===== src/rtl/run_ctrl_pkg.sv =====
// rtl/run_ctrl_pkg.sv - shared state enum, default addresses and helpers for run_controller
package run_ctrl_pkg;

    typedef enum logic [2:0] {
        ST_IDLE,
        ST_RESET_HOLD,
        ST_RUN,
        ST_DRAIN,
        ST_DONE,
        ST_TIMEOUT
    } state_e;

    localparam logic [31:0] DEF_SIG_ADDR   = 32'h0000_8004;
    localparam logic [31:0] DEF_HALT_ADDR  = 32'h0000_8008;
    localparam logic [31:0] DEF_HALT_VALUE = 32'hCAFE_CAFE;

    function automatic logic [31:0] sat_inc(input logic [31:0] v);
        return (v == 32'hFFFF_FFFF) ? v : v + 32'd1;
    endfunction

endpackage


===== src/rtl/run_controller_if.sv =====
// rtl/run_controller_if.sv - retire bus from the datapath and signature stream out
interface run_controller_if;
    logic        rvfi_valid;
    logic [31:0] rvfi_mem_addr;
    logic [3:0]  rvfi_mem_wmask;
    logic [31:0] rvfi_mem_wdata;
    logic        sig_valid;
    logic [31:0] sig_data;
    logic        sig_ready;

    modport slave (
        input  rvfi_valid, rvfi_mem_addr, rvfi_mem_wmask, rvfi_mem_wdata, sig_ready,
        output sig_valid, sig_data
    );

    modport master (
        output rvfi_valid, rvfi_mem_addr, rvfi_mem_wmask, rvfi_mem_wdata, sig_ready,
        input  sig_valid, sig_data
    );
endinterface


===== src/rtl/run_controller_sig_fifo.sv =====
// rtl/run_controller_sig_fifo.sv - first-word-fall-through signature buffer
module sig_fifo #(
    parameter int unsigned WIDTH = 32,
    parameter int unsigned DEPTH = 8
) (
    input  logic             clk,
    input  logic             rst,
    input  logic             clear,
    input  logic             push,
    input  logic [WIDTH-1:0] push_data,
    input  logic             pop,
    output logic [WIDTH-1:0] rd_data,
    output logic             full,
    output logic             empty
);
    localparam int unsigned AW = $clog2(DEPTH);
    localparam int unsigned CW = AW + 1;

    logic [WIDTH-1:0] mem_q [DEPTH];
    logic [WIDTH-1:0] mem_d [DEPTH];
    logic [AW-1:0]    wr_ptr_q, wr_ptr_d;
    logic [AW-1:0]    rd_ptr_q, rd_ptr_d;
    logic [CW-1:0]    count_q, count_d;
    logic             do_push, do_pop;

    always_comb begin
        empty    = (count_q == '0);
        full     = (count_q == CW'(DEPTH));
        do_pop   = pop && !empty;
        // a full buffer still takes a write when the head leaves in the same cycle
        do_push  = push && (!full || do_pop);
        mem_d    = mem_q;
        wr_ptr_d = wr_ptr_q;
        rd_ptr_d = rd_ptr_q;
        count_d  = count_q;
        if (clear) begin
            wr_ptr_d = '0;
            rd_ptr_d = '0;
            count_d  = '0;
        end else begin
            if (do_push) begin
                mem_d[wr_ptr_q] = push_data;
                wr_ptr_d        = wr_ptr_q + 1'b1;
            end
            if (do_pop) begin
                rd_ptr_d = rd_ptr_q + 1'b1;
            end
            count_d = count_q + CW'(do_push) - CW'(do_pop);
        end
        rd_data = empty ? '0 : mem_q[rd_ptr_q];
    end

    always_ff @(posedge clk) begin
        if (rst) begin
            wr_ptr_q <= '0;
            rd_ptr_q <= '0;
            count_q  <= '0;
        end else begin
            wr_ptr_q <= wr_ptr_d;
            rd_ptr_q <= rd_ptr_d;
            count_q  <= count_d;
        end
    end

    always_ff @(posedge clk) begin
        mem_q <= mem_d;
    end

endmodule


===== src/rtl/run_controller.sv =====
// rtl/run_controller.sv - sequences datapath reset/run, collects signature stores, detects halt and watchdog expiry
module run_controller
    import run_ctrl_pkg::*;
#(
    parameter int unsigned RESET_CYCLES   = 4,
    parameter int unsigned TIMEOUT_CYCLES = 900000,
    parameter logic [31:0] SIG_ADDR       = DEF_SIG_ADDR,
    parameter logic [31:0] HALT_ADDR      = DEF_HALT_ADDR,
    parameter logic [31:0] HALT_VALUE     = DEF_HALT_VALUE,
    parameter int unsigned FIFO_DEPTH     = 8
) (
    input  logic            CLK,
    input  logic            Reset,
    input  logic            start,
    output logic            core_reset,
    output logic            core_en,
    run_controller_if.slave bus,
    output logic            done,
    output logic            timeout,
    output logic            sig_overflow,
    output logic [31:0]     retired_count
);
    state_e      state_q, state_d;
    logic [31:0] hold_cnt_q, hold_cnt_d;
    logic [31:0] wd_cnt_q, wd_cnt_d;
    logic [31:0] retired_q, retired_d;
    logic        overflow_q, overflow_d;
    logic        in_run, store_full, sig_push, halt_req, enter_hold;
    logic        fifo_full, fifo_empty;
    logic [31:0] fifo_rd_data;

    always_comb begin
        in_run     = (state_q == ST_RUN);
        store_full = bus.rvfi_valid && (bus.rvfi_mem_wmask == 4'b1111);
        sig_push   = in_run && store_full && (bus.rvfi_mem_addr == SIG_ADDR);
        halt_req   = in_run && store_full && (bus.rvfi_mem_addr == HALT_ADDR)
                     && (bus.rvfi_mem_wdata == HALT_VALUE);
        enter_hold = start && ((state_q == ST_IDLE) || (state_q == ST_DONE)
                     || (state_q == ST_TIMEOUT));
        state_d    = state_q;
        hold_cnt_d = hold_cnt_q;
        wd_cnt_d   = wd_cnt_q;
        retired_d  = retired_q;
        overflow_d = overflow_q;
        case (state_q)
            ST_IDLE, ST_DONE, ST_TIMEOUT: begin
                if (enter_hold) state_d = ST_RESET_HOLD;
            end
            ST_RESET_HOLD: begin
                if (hold_cnt_q == 32'(RESET_CYCLES - 1)) state_d = ST_RUN;
                else hold_cnt_d = hold_cnt_q + 32'd1;
            end
            ST_RUN: begin
                if (bus.rvfi_valid) retired_d = sat_inc(retired_q);
                wd_cnt_d = wd_cnt_q + 32'd1;
                // halt takes priority over a watchdog expiring on the same cycle
                if (halt_req) state_d = ST_DRAIN;
                else if (wd_cnt_q == 32'(TIMEOUT_CYCLES - 1)) state_d = ST_TIMEOUT;
            end
            ST_DRAIN: begin
                if (fifo_empty) state_d = ST_DONE;
            end
            default: state_d = ST_IDLE;
        endcase
        if (enter_hold) begin
            hold_cnt_d = '0;
            wd_cnt_d   = '0;
            retired_d  = '0;
            overflow_d = 1'b0;
        end
        if (sig_push && fifo_full && !bus.sig_ready) overflow_d = 1'b1;
    end

    always_ff @(posedge CLK) begin
        if (Reset) begin
            state_q    <= ST_IDLE;
            hold_cnt_q <= '0;
            wd_cnt_q   <= '0;
            retired_q  <= '0;
            overflow_q <= 1'b0;
        end else begin
            state_q    <= state_d;
            hold_cnt_q <= hold_cnt_d;
            wd_cnt_q   <= wd_cnt_d;
            retired_q  <= retired_d;
            overflow_q <= overflow_d;
        end
    end

    sig_fifo #(
        .WIDTH (32),
        .DEPTH (FIFO_DEPTH)
    ) u_sig_fifo (
        .clk       (CLK),
        .rst       (Reset),
        .clear     (enter_hold),
        .push      (sig_push),
        .push_data (bus.rvfi_mem_wdata),
        .pop       (bus.sig_ready),
        .rd_data   (fifo_rd_data),
        .full      (fifo_full),
        .empty     (fifo_empty)
    );

    assign core_reset    = (state_q == ST_IDLE) || (state_q == ST_RESET_HOLD);
    assign core_en       = in_run;
    assign done          = (state_q == ST_DONE);
    assign timeout       = (state_q == ST_TIMEOUT);
    assign sig_overflow  = overflow_q;
    assign retired_count = retired_q;
    assign bus.sig_valid = !fifo_empty;
    assign bus.sig_data  = fifo_rd_data;

endmodule


===== src/flat_wrapper.sv =====
// flat-port wrapper written by rule: the top's interface ports become plain ports
module run_controller_flat import run_ctrl_pkg::*;
#(
    parameter int unsigned RESET_CYCLES   = 4,
    parameter int unsigned TIMEOUT_CYCLES = 900000,
    parameter logic [31:0] SIG_ADDR       = DEF_SIG_ADDR,
    parameter logic [31:0] HALT_ADDR      = DEF_HALT_ADDR,
    parameter logic [31:0] HALT_VALUE     = DEF_HALT_VALUE,
    parameter int unsigned FIFO_DEPTH     = 8
)
  (CLK, Reset, start, core_reset, core_en, done, timeout, sig_overflow, retired_count, bus_rvfi_valid, bus_rvfi_mem_addr, bus_rvfi_mem_wmask, bus_rvfi_mem_wdata, bus_sig_ready, bus_sig_valid, bus_sig_data);
  run_controller_if bus_i ();
  input  logic CLK;
  input  logic Reset;
  input  logic start;
  output logic core_reset;
  output logic core_en;
  output logic done;
  output logic timeout;
  output logic sig_overflow;
  output logic [31:0] retired_count;
  input wire logic [$bits(bus_i.rvfi_valid)-1:0] bus_rvfi_valid;
  input wire logic [$bits(bus_i.rvfi_mem_addr)-1:0] bus_rvfi_mem_addr;
  input wire logic [$bits(bus_i.rvfi_mem_wmask)-1:0] bus_rvfi_mem_wmask;
  input wire logic [$bits(bus_i.rvfi_mem_wdata)-1:0] bus_rvfi_mem_wdata;
  input wire logic [$bits(bus_i.sig_ready)-1:0] bus_sig_ready;
  output wire logic [$bits(bus_i.sig_valid)-1:0] bus_sig_valid;
  output wire logic [$bits(bus_i.sig_data)-1:0] bus_sig_data;
  assign bus_i.rvfi_valid = bus_rvfi_valid;
  assign bus_i.rvfi_mem_addr = bus_rvfi_mem_addr;
  assign bus_i.rvfi_mem_wmask = bus_rvfi_mem_wmask;
  assign bus_i.rvfi_mem_wdata = bus_rvfi_mem_wdata;
  assign bus_i.sig_ready = bus_sig_ready;
  assign bus_sig_valid = bus_i.sig_valid;
  assign bus_sig_data = bus_i.sig_data;
  run_controller #(.RESET_CYCLES(RESET_CYCLES), .TIMEOUT_CYCLES(TIMEOUT_CYCLES), .SIG_ADDR(SIG_ADDR), .HALT_ADDR(HALT_ADDR), .HALT_VALUE(HALT_VALUE), .FIFO_DEPTH(FIFO_DEPTH)) u_core (.CLK(CLK), .Reset(Reset), .start(start), .core_reset(core_reset), .core_en(core_en), .bus(bus_i), .done(done), .timeout(timeout), .sig_overflow(sig_overflow), .retired_count(retired_count));
endmodule

===== config.mk =====
export PLATFORM = sky130hd
export DESIGN_NAME = run_controller_flat
export DESIGN_NICKNAME = d
export VERILOG_FILES = /design/src/rtl/run_ctrl_pkg.sv /design/src/rtl/run_controller_if.sv /design/src/rtl/run_controller_sig_fifo.sv /design/src/rtl/run_controller.sv /design/src/flat_wrapper.sv
export SDC_FILE = /design/constraint.sdc
export NUM_CORES = 1
export LEC_CHECK = 0
export CAP_MARGIN = 30
export CORE_ASPECT_RATIO = 1.75
export CORE_UTILIZATION = 30
export CTS_CLUSTER_DIAMETER = 60
export DETAILED_ROUTE_END_ITERATION = 12
export SLEW_MARGIN = 15
export SYNTH_ARGS = -nofsm -noshare
export SYNTH_HDL_FRONTEND = slang
export SYNTH_HIERARCHICAL = 1
export SYNTH_SLANG_ARGS = --single-unit

===== constraint.sdc =====
create_clock -name CLK -period 17.21 [get_ports CLK]
set_clock_uncertainty 0.1 [all_clocks]
set_input_delay 4.3025 -clock CLK [delete_from_list [all_inputs] [get_ports CLK]]
set_output_delay 4.3025 -clock CLK [all_outputs]
set_load 0.02 [all_outputs]

* Yosys cells after proc, flatten, opt, wreduce, memory -nomap -nowiden
Cells that the tools add are included.
** Cells by class
- Add/subtract/negate cells :: 7
- Order comparisons :: 3
- Equal/unequal tests :: 17
- Mux-type cells :: 15
- Bitwise gates (word level) :: 5
- Reduce and logical (&&, ||, !) cells :: 27
** Operator list (number)
- $bwmux 256 :: 1
- $mux 32 :: 4
- $add 32x1->32 const B :: 3
- $bmux 32 s3 :: 1
- $demux 32 s3 :: 1
- $eq 32x16->1 const B :: 2
- $eq 32x32->1 const B :: 2
- $eq 32x2->1 const B :: 1
- $eq 32x20->1 const B :: 1
- $mux 3 :: 5
- $pmux 3 s4 :: 1
- $logic_and 1x1->1 :: 11
- $eq 4x4->1 const B :: 2
- $ge 4x4->1 const B :: 2
- $not 3->4 :: 2
- $add 3x1->3 const B :: 2
- $eq 3x2->1 const B :: 2
- $eq 3x3->1 const B :: 2
- $ne 2x1->1 const B :: 3
- $add 4x1->4 :: 1
- $logic_not 4->1 :: 1
- $logic_or 1x1->1 :: 4
- $lt 4x1->1 const B :: 1
- $reduce_and 2->1 :: 2
- other kinds (12) :: 17
** Storage, ports and cells
- Bits in registers :: 366
- Input port bits :: 73
- Output and inout bits :: 70
- Word-level logic and storage cells :: 90

* Logic depth before layout (Yosys ltp)
- Word-level depth :: 7
- Mapped depth :: 13

* Hierarchy
Netlist, hierarchy kept.
** By module, submodules not included
- sig_fifo :: times used 1, cells each 452, area an instance 10214.8 um2
- run_controller :: times used 1, cells each 633, area an instance 5153.7 um2

* Worst setup path before layout
No wires, ideal clock.
- Kind :: input to register
- Start point :: input port bus_rvfi_mem_addr[22]
- End point :: register u_core/u_sig_fifo/mem_q[224] (netlist name), enable pin
- Data arrival time :: 8870 ps
- Data required time :: 16597 ps
- Setup slack :: 7727 ps
- Stages on the path :: 6
- Cell sequence :: nor4_1 -> nand3_1 -> nor4_1 -> and3b_1 -> o21ai_2 -> nor4b_1
** On the way
- Cells in the longest elaborated chain, start to end :: 4
** Ends and longest elaborated chain
- start, declared :: RTL line flat_wrapper.sv:23 : input wire logic [$bits(bus_i.rvfi_mem_addr)-1:0] bus_rvfi_mem_addr;
- $eq 32x16->1 :: RTL line run_controller.sv:35 : sig_push = in_run && store_full && (bus.rvfi_mem_addr == SIG_ADDR);
- $logic_and 1x1->1 :: RTL line run_controller.sv:35
- net u_core.sig_push :: RTL line run_controller.sv:28 : logic in_run, store_full, sig_push, halt_req, enter_hold;
- $logic_and 1x1->1 :: RTL line run_controller_sig_fifo.sv:31 : do_push = push && (!full || do_pop);
- $reduce_and 2->1 (no source line)
- end signal, assigned :: RTL line run_controller_sig_fifo.sv:66 : mem_q <= mem_d;
- end, declared :: RTL line run_controller_sig_fifo.sv:19 : logic [WIDTH-1:0] mem_q [DEPTH];
The timed path passes the listed nets, and every way through them passes these cells.
A chain may end at the register's enable or synchronous reset.

* Worst setup path in the final report
- Start point :: register u_core.u_sig_fifo.rd_ptr_q[0]
- End point :: output port bus_sig_data[21]
** On the way
- Cells in the longest elaborated chain, start to end :: 5
** Ends and longest elaborated chain
- start, declared :: RTL line run_controller_sig_fifo.sv:22 : logic [AW-1:0] rd_ptr_q, rd_ptr_d;
- start signal, assigned :: RTL line run_controller_sig_fifo.sv:60 : rd_ptr_q <= rd_ptr_d;
- $not 3->4 (not written as such) :: RTL line run_controller_sig_fifo.sv:50 : rd_data = empty ? '0 : mem_q[rd_ptr_q];
- $bmux 32 s3 :: RTL line run_controller_sig_fifo.sv:50
- $mux 32 (not written as such) (2 in series) :: RTL line run_controller_sig_fifo.sv:50
- $mux 32 :: RTL line run_controller_sig_fifo.sv:50
- end, declared :: RTL line flat_wrapper.sv:28 : output wire logic [$bits(bus_i.sig_data)-1:0] bus_sig_data;
Every way passes these cells. The select of a mux whose other input is x is not followed.

==> run_results.csv <==
group,metric,value,unit
floorplan,die_area,52200,sq um
critical_path,start_kind,"register",
power_and_ir_drop,switching_share,26.0,%
critical_path,worst-endpoint-required,12.81,ns
clocking,cts.hold.buffers_added,0,
yosys,synthAdderAreaFrac,1.03,%
timing,finalMaxSlewViolations,0,
floorplan,coreArea,50600,sq um
power_and_ir_drop,combPwrFrac,19.4,%
drt,drt-total-wl,35300,microns
clocking,clockBufferDepth,3,
clocking,cts_buffers,35,
timing,hold_viol,0,
floorplan,io_pins,143,
timing,period_share,46.2,%
run_status,status,"complete, no violations",
yosys,avgSynthCellArea,14.2,sq um
place,postPlaceCellArea,17600,sq um
final_layout,nFillCells,4758,
clocking,clk_latency,0.52,ns
global_routing,antenna_found_initial,2,
clocking,clk_pin_slew,0.06,ns
timing,finalSetupViolCount,0,
final_layout,mostFrequentLayoutCell,"edfxtp_1",
power_and_ir_drop,power_frac_clock,35.4,%
drt,ant_nets,0,
hold_path,hp-class,"register to register",
drt,viasPerCell,5.03,
final_layout,antenna_cells,0,
floorplan,fp.dieH,301,microns
power_and_ir_drop,pwr_density_cell,114,nW/um^2
place,gp_congestion,0.758,
global_routing,first_global_vias,9807,
yosys,ys.warnings.count,6,
yosys,syn_area,15400,sq um
final_layout,final_area,18700,sq um
yosys,synthMuxAreaShare,9.78,%
yosys,synth_seq_cells,366,
global_routing,grt_start_max_net_pins,96,
drt,wl_per_cell,18.4,microns
final_layout,syn_to_final_growth,21.8,%
yosys,synth_compound_area_share,6.01,%
final_layout,final_cell_mix,"edfxtp_1, clkdlybuf4s50_1, dfxtp_1, nor2_1, mux4_2",
timing,fin_crit,7.95,ns
clocking,htree_levels,2,
power_and_ir_drop,leakage,0.00563,uW
yosys,synth_simple_gate_area_share,13.4,%
yosys,synthXorXnorAreaFrac,2.91,%
place,io_buffer_count,142,
power_and_ir_drop,p_int,1580,uW
clocking,cts_resized,0,
yosys,synth_nets,1170,
critical_path,crit_type,"register to output pin",
critical_path,path_max_fanout,43,
global_routing,grt_pass1_wl,55400,microns
yosys,synth_cells,1085,
power_and_ir_drop,p_seq_share,45.2,%
timing,grt_setup_unrepaired,"no",
drt,vias,9619,
flow_run,drv_cap,0,
drt,drc,0,
final_layout,nets,1314,
yosys,yosys.cell_types.count,68,
yosys,yosys_most_used_dff,"edfxtp_1",
clocking,cts_tree,"done",
yosys,synth_top_family_by_area,"simple AND/OR/NAND/NOR gates",
clocking,clock-sinks,366,
clocking,cts_setup_buffers,0,
power_and_ir_drop,ir_drop,58.1,uV
place,dp_cells,1856,
floorplan,die_x,173,microns
floorplan,rows,109,
drt,drt_iter0_drc,634,
yosys,ys_seq_area_share,64.3,%
global_routing,grt_use_total,13.5,%
place,dp_hpwl,22900,microns
final_layout,final_layout_size_suffix_gt1_share,12.6,%
timing,setup_tns,0,ns
power_and_ir_drop,p_total,2140,uW
timing,tightest_slew,0.887,ns
final_layout,multi_input_area,5140,sq um
final_layout,seqCellArea,9890,sq um
yosys,ys_async_sr_fraction,0,%
power_and_ir_drop,p_sw,557,uW
critical_path,worstPathArrival,3.54,ns
critical_path,end_kind,"output pin",
floorplan,initial_core_util,30.4,%
drt,drt_first_pass_iters,5,
timing,fmax,126,MHz
timing,slew_headroom,40.9,%
yosys,synth_edf_count,256,
global_routing,grt_overflow_total,0,
clocking,cts_root_buffer,"clkbuf_16",
critical_path,rrSetupSlack,13.61,ns
final_layout,final_cell_count_no_fill,1913,
cells by family after synthesis:
| logic type | Yosys count |
|---|---|
| multiplexers | 69 |
| flip-flops | 366 |
| XOR/XNOR | 51 |
| AO/OA/AOI/OAI | 144 |
| adder cells (fa/ha/maj) | 12 |
| buffers and inverters | 86 |
| AND/OR/NAND/NOR | 357 |
power by group through the flow:
stage / Sequential [uW] / Clock (uW) / Combinational [uW]
CTS: 969 / 783 / 420
floorplan: 971 / 0 / 261
global route: 971 / 812 / 445
global placement: 988 / 0 / 414
detailed placement: 988 / 0 / 417
finish: 968 / 759 / 414
final cells by class:
| cell class | count | area share [%] |
|---|---|---|
| Clock buffer | 44 | 5.00 |
| Clock inverter | 11 | 0.876 |
| Inverter | 33 | 0.662 |
| Multi-Input combinational cell | 633 | 27.5 |
| Sequential cell | 366 | 52.9 |
| Tap cell | 666 | 4.45 |
| Timing Repair Buffer | 160 | 8.66 |
registers in the layout, summed over array words and instances (netlist names):
name,flops
u_core/hold_cnt_q,32
u_core/retired_count,32
u_core/sig_overflow,1
u_core/state_q,3
u_core/u_sig_fifo/count_q,4
u_core/u_sig_fifo/mem_q,256
u_core/u_sig_fifo/rd_ptr_q,3
u_core/u_sig_fifo/wr_ptr_q,3
u_core/wd_cnt_q,32
synth_stat cells (11+ instances only):
library cell	instances	share of area (%)
a21oi_1	49	1.6
nand2_1	43	1.1
and4_1	16	0.91
xnor2_1	46	2.6
inv_1	33	0.81
nand3_1	32	1.0
nor3_1	23	0.75
dfxtp_1	110	14
o21ai_0	38	1.2
a22o_1	32	1.8
edfxtp_1	256	50
nor4_1	38	1.5
ha_1	11	0.90
nand4_1	27	1.1
mux4_2	61	8.9
nor2_1	71	1.7
clkbuf_1	30	0.73
or3_1	38	1.5
final timing paths:
| check | cells after the start | endpoint | from |
|---|---|---|---|
| setup / recovery | 4 | bus_sig_data[21] | u_core/u_sig_fifo/rd_ptr_q[0] |
| hold reg to reg | 2 | u_core/hold_cnt_q[1] | u_core/hold_cnt_q[1] |
| hold / removal | 2 | u_core/hold_cnt_q[1] | u_core/hold_cnt_q[1] |
| setup reg to reg | 8 | u_core/u_sig_fifo/mem_q[155] | u_core/state_q[0] |
routing by layer:
metal | GRT usage (%) | vias up | share of wire (%)
met3 | 2.43 | 48 | 4.5
met4 | 4.99 | 4 | 3.0
met5 | 0 | - | 0.065
met1 | 14.5 | 4838 | 37
li1 | - | 4520 | -
met2 | 26.2 | 209 | 55
worst max-delay path, cell delays in order, from the launching register on:
cell             delay [ns]
dfxtp_4                0.68
buf_4                  0.75
mux4_1                 0.70
a22o_1                 0.30
clkdlybuf4s50_1        0.56
metrics by stage:
stage	hold slack, ns	setup slack, ns	util, %
2_1_floorplan	0.359	7.73	-
6_report	0.396	9.26	37.0
3_3_place_gp	0.378	9.32	34.6
5_1_grt	0.434	9.04	37.0
3_5_place_dp	0.387	9.30	34.8
4_1_cts	0.396	9.12	36.9
No activity file was read; power rests on OpenSTA's default activity.
